`src/rtl/gobang_move_arbiter.sv`:
```
// Single-write-port sequencer for the gobang board datapath: arbitrates player/AI
// moves, validates the target cell, and keeps a move-history stack for undo.
`timescale 1ns/1ps
module gobang_move_arbiter #(
  parameter int HIST_DEPTH = 225,
  parameter int CNT_W      = 8
) (
  input  logic             clk,
  input  logic             rst,
  input  logic             new_game,
  input  logic             p_req,
  input  logic [3:0]       p_i,
  input  logic [3:0]       p_j,
  input  logic             a_req,
  input  logic [3:0]       a_i,
  input  logic [3:0]       a_j,
  input  logic             undo_req,
  input  logic             crt_color,
  input  logic             cell_occupied,
  output logic [3:0]       look_i,
  output logic [3:0]       look_j,
  output logic             data_clr,
  output logic             data_write,
  output logic             data_erase,
  output logic [3:0]       write_i,
  output logic [3:0]       write_j,
  output logic             write_color,
  output logic             p_grant,
  output logic             a_grant,
  output logic             reject,
  output logic             undo_done,
  output logic             busy,
  output logic [CNT_W-1:0] move_count,
  output logic             last_valid,
  output logic [3:0]       last_i,
  output logic [3:0]       last_j
);

  typedef enum logic [2:0] {IDLE, CHECK, WRITE, CLEAR, UNDO} state_e;
  localparam logic ID_PLAYER = 1'b0;
  localparam logic ID_AI     = 1'b1;

  state_e           state, state_nxt;
  logic             pending_clr;
  logic             last_served;
  logic [3:0]       lat_i, lat_j;
  logic             lat_id, lat_color;
  logic [7:0]       stack [HIST_DEPTH];
  logic             stack_empty;
  logic [3:0]       top_i, top_j;
  logic             illegal;
  logic             pick_ai;

  assign stack_empty = (move_count == '0);
  assign {top_i, top_j} = stack_empty ? 8'h00 : stack[move_count - 1'b1];
  assign last_valid  = ~stack_empty;
  assign last_i      = top_i;
  assign last_j      = top_j;
  assign busy        = (state != IDLE);

  // Round-robin: on a tie, the side not served last wins.
  assign pick_ai = a_req & (~p_req | (last_served == ID_PLAYER));
  assign illegal = cell_occupied | (lat_i > 4'd14) | (lat_j > 4'd14) |
                   (move_count == CNT_W'(HIST_DEPTH));

  always_comb begin
    // NOTE: every combinational output gets a default first so no path infers a latch.
    state_nxt   = state;
    look_i      = '0;
    look_j      = '0;
    data_clr    = 1'b0;
    data_write  = 1'b0;
    data_erase  = 1'b0;
    write_i     = '0;
    write_j     = '0;
    write_color = 1'b0;
    p_grant     = 1'b0;
    a_grant     = 1'b0;
    reject      = 1'b0;
    undo_done   = 1'b0;
    unique case (state)
      IDLE: begin
        if (pending_clr)         state_nxt = CLEAR;
        else if (undo_req)       state_nxt = UNDO;
        else if (p_req || a_req) state_nxt = CHECK;
      end
      CHECK: begin
        look_i    = lat_i;
        look_j    = lat_j;
        reject    = illegal;
        state_nxt = illegal ? IDLE : WRITE;
      end
      WRITE: begin
        data_write  = 1'b1;
        write_i     = lat_i;
        write_j     = lat_j;
        write_color = lat_color;
        p_grant     = (lat_id == ID_PLAYER);
        a_grant     = (lat_id == ID_AI);
        state_nxt   = IDLE;
      end
      CLEAR: begin
        data_clr  = 1'b1;
        state_nxt = IDLE;
      end
      UNDO: begin
        if (stack_empty) begin
          reject = 1'b1;
        end else begin
          data_erase = 1'b1;
          write_i    = top_i;
          write_j    = top_j;
          undo_done  = 1'b1;
        end
        state_nxt = IDLE;
      end
      default: state_nxt = IDLE;
    endcase
  end

  always_ff @(posedge clk or negedge rst) begin
    if (!rst) begin
      state       <= IDLE;
      pending_clr <= 1'b0;
      last_served <= ID_AI;
      move_count  <= '0;
      lat_i       <= '0;
      lat_j       <= '0;
      lat_id      <= ID_PLAYER;
      lat_color   <= 1'b0;
    end else begin
      state <= state_nxt;
      // A pulse landing on the same edge as entering CLEAR is kept for another clear.
      if (new_game)
        pending_clr <= 1'b1;
      else if (state == IDLE && state_nxt == CLEAR)
        pending_clr <= 1'b0;
      if (state == IDLE && state_nxt == CHECK) begin
        lat_i     <= pick_ai ? a_i : p_i;
        lat_j     <= pick_ai ? a_j : p_j;
        lat_id    <= pick_ai ? ID_AI : ID_PLAYER;
        lat_color <= crt_color;
      end
      unique case (state)
        WRITE: begin
          move_count  <= move_count + 1'b1;
          last_served <= lat_id;
        end
        CLEAR: move_count <= '0;
        UNDO:  if (!stack_empty) move_count <= move_count - 1'b1;
        default: ;
      endcase
    end
  end

  // NOTE: the history RAM has no reset; move_count alone defines which entries are live.
  always_ff @(posedge clk) begin
    if (state == WRITE)
      stack[move_count] <= {lat_i, lat_j};
  end

endmodule

```
`config.mk`:
```
export PLATFORM = sky130hd
export DESIGN_NAME = gobang_move_arbiter
export DESIGN_NICKNAME = d
export VERILOG_FILES = /design/src/rtl/gobang_move_arbiter.sv
export SDC_FILE = /design/constraint.sdc
export NUM_CORES = 2
export LEC_CHECK = 0
export ABC_AREA = 1
export CORE_AREA = 8 8 545 413
export DETAILED_ROUTE_END_ITERATION = 10
export DIE_AREA = 0 0 553 421
export PLACE_DENSITY = 0.57
export SLEW_MARGIN = 15
export SYNTH_ARGS = -nofsm -noshare
export SYNTH_HDL_FRONTEND = slang
export SYNTH_SLANG_ARGS = --single-unit
```
`constraint.sdc`:
```
create_clock -name clk -period 4.2 [get_ports clk]
set_input_delay 1.05 -clock clk [delete_from_list [all_inputs] [get_ports clk]]
set_output_delay 1.05 -clock clk [all_outputs]
set_load 0.1 [all_outputs]
```
==> impl_metrics.tcl <==
set metrics [dict create \
    synth.avg_cell_area_um2 11.6 \
    antennaDiodeCount 0 \
    setup_slack_ns -0.586 \
    cts_buffer_depth 4 \
    hold_viol 0 \
    fp.dieH_um 421 \
    clock.fmax_mhz 209 \
    endpoint_kind "primary output" \
    dpl.hpwl_mm 134 \
    synth_nets 6527 \
    worst_setup_path_start_kind "register" \
    grt_max_degree 151 \
    clock_skew_ns 0.0485 \
    clock_sink_count 1823 \
    synth-main-ff-cell "edfxtp_1" \
    hp-class "reg2reg" \
    maxCapViolCount 0 \
    drc 0 \
    synth.most_common_cell "nand2_1" \
    cts_buffers 181 \
    place_area_um2 80300 \
    syn_inst 6499 \
    drtAntennaViolNets 0 \
    required_ns 3.15 \
    core_area_um2 216000 \
    path_clk_slew_ns 0.06 \
    finalNonFillerCells 9596 \
    synth.distinct_cells 40 \
    vias 51300 \
    worstSetupPathType "reg2out" \
    start_util_pct 34.8 \
    setup-violations-final 16 \
    power_density_nw_per_um2 911 \
    leakagePower_uw 0.0315 \
    antenna_found_initial 8 \
    hold_buffers 0 \
    r2r_end "stack[92][5]" \
    synth_commonest_cells "nand2_1 (1948), edfxtp_1 (1800), nand3_1 (1750), nor2_1 (271), buf_2 (269)" \
    wire_per_inst_um 24.1 \
    final_util_pct 41.1 \
    min_to "state[2]" \
    violations "negative setup slack" \
    tightest_slew_ns 1.11 \
    yosysSeqAreaShare_pct 72.6 \
    yosys-top-cells-area "edfxtp_1 (72%), nand3_1 (12%), nand2_1 (9.7%)" \
    postLayoutCellArea_um2 88600 \
    area_growth_syn_to_layout_pct 17.8 \
    vdd_ir_drop_max_uv 1320 \
    grt_pass1_vias 47700 \
    period_minus_slack_ns 4.79 \
    io_buffer_count 65 \
    slew_headroom_pct 25.8 \
    ys.warnings.count 0 \
    worstReg2RegStart "state[2]" \
    ios 66 \
    cp_max_fo 50 \
    drt_iter0_drc 6970 \
    drive_gt1_share_pct 12.1 \
    vias_per_cell 5.35 \
    slowest_stage "dfrtp_4" \
    worst_skew_pair.late_latency_ns 0.83 \
    cp.arrival_ns 3.74 \
    cts.htree.levels 4 \
    place_congestion 0.874 \
    rsz0062_at_grt "yes" \
    fin_nets 6636 \
    cpPeakStageDelay_ns 0.54 \
    synth_top_cell_by_area "edfxtp_1" \
    wl_mm 231 \
    timing.final.max_slew_violations 0 \
    ff2ff_setup_slack_ns 0.81 \
    postSynth.asyncResetShare_pct 1.26 \
    grt_usage_pct 18.8 \
    worstHoldStart "pending_clr" \
    rows 148 \
    yosysTopAreaCellShare_pct 71.8 \
    dieArea_um2 233000 \
    cts_tree "built" \
    period_share_pct 114 \
    die_x_um 553 \
    synth-edff-count 1800 \
    syn_area_um2 75200 \
    p_total_uw 80700 \
    status "complete, but fails checks" \
    final.fill_count 20000 \
    ff2ff_path_depth 7 \
    root_buffer "clkbuf_16" \
    crit_chain "inv_16 > ha_4 > buf_12 > buf_16 > nand3_1 > nand3_1 > nand3_1 > nand3_1 > nand3_2 > nand3_4 > nand3_1 > buf_6 > nand4_1 > nand2_4 > buf_12" \
    path_common_cell "nand3_1" \
    gr-total-overflow 0 \
    numPlacedInstances 9209 \
    min_path_cells 1 \
    grt_pass1_wl_mm 334 \
    whs_ns 0.438 \
    drtPass1Iterations 6 \
    ys_ff_latch 1823 \
]
[cell usage in the layout, fill, tap and decap left out, types with 3 or more instances in the layout]
cell	netlist	layout
nand2_1	1948	1923
edfxtp_1	1800	1800
nand3_1	1750	1566
nor2_1	271	270
clkbuf_16	0	196
inv_1	170	169
buf_4	42	166
nand3_2	1	157
buf_12	0	71
clkinv_1	1	45
clkbuf_1	89	43
buf_16	0	42
nand3_4	0	28
clkinv_2	0	24
clkdlybuf4s50_1	0	24
buf_6	12	20
o21ai_0	17	16
a21oi_1	18	16
nand2_4	1	14
nand2_2	3	14
dfrtp_1	22	13
bufbuf_16	0	12
bufinv_16	0	10
o21ai_1	9	9
nand4_1	9	9
dfrtp_4	0	9
o31ai_1	8	8
buf_8	0	8
inv_6	0	7
and3_2	0	5
clkinvlp_4	0	5
inv_2	4	4
clkbuf_8	0	4
nor3_1	3	3
nor2_2	2	3
and3_4	0	3
ha_1	4	3
[repair_timing]
item | CTS | global route
gates cloned | 20 | 13
buffers inserted | 20 | 14
pin swaps | 14 | 38
gates resized for setup | 201 | 114
endpoints found under the setup margin | 17 | 17
[final cells by class]
type	count	area, um^2	share of cell area [%]
clock inverters	90	692	0.781
well taps	2850	3570	4.02
repair inverters	1	8.76	0.00988
inverters	177	699	0.789
repair buffers	355	5100	5.75
multi-input cells	4069	19100	21.5
flip-flops and latches	1823	54700	61.7
clock buffers	231	4820	5.44
[sequential cells by signal, indices dropped and copies added, names as in the netlist]
name         count
last_served      1
lat_color        1
lat_i            4
lat_id           1
lat_j            4
move_count       8
pending_clr      1
stack         1800
state            3
[layer usage]
metal | track usage, % | wire [um] | vias to the layer above
li1 | - | - | 23100
met1 | 28.1 | 101000 | 25400
met2 | 27.7 | 99500 | 2500
met3 | 3.87 | 22700 | 360
met4 | 5.34 | 7790 | 2
met5 | 0 | 14 | -
[kinds of logic (layout without fill, tap and decap cells)]
family	after synthesis	after routing	share of synthesized area (%)
buffers and inverters	608	854	3.82
AOI/OAI and AO/OA	61	61	0.464
xor gates and xnor gates	3	3	0.0549
and+or+nand+nor	4000	4001	23.0
DFF	1823	1823	72.6
adders and majority gates	4	4	0.0665
[worst max-delay path, delay by kind of cell, from the launching register on]
kind / cells / cell delay [ns]
flops: 1 / 0.54
buf+inv: 5 / 0.73
simple gates: 9 / 1.35
fa+ha+maj: 1 / 0.22
[through the flow]
step / setup slack [ns] / TNS [ns]
finish: -0.586 / -8.80
global route: -0.667 / -10.31
CTS: -0.568 / -8.71
detailed placement: -0.00738 / -0.00738
global placement: -0.0304 / -0.0454
floorplan: -0.621 / -1.06
[worst max-delay path by stage]
stage	from	to	slack, ns
2_1_floorplan	move_count[0]	reject	-0.62
3_3_place_gp	move_count[0]	write_i[1]	-0.03
3_5_place_dp	move_count[0]	write_i[0]	-0.007
4_1_cts	move_count[0]	last_i[2]	-0.57
5_1_grt	move_count[0]	write_i[1]	-0.67
6_report	move_count[0]	write_j[2]	-0.59
[power breakdown]
group / internal [uW] / total, uW / switching [uW]
clock: 8710 / 15600 / 6910
combinational: 13300 / 41800 / 28600
sequential: 22900 / 23300 / 383
Note: power is estimated with default switching activity, not from simulation.
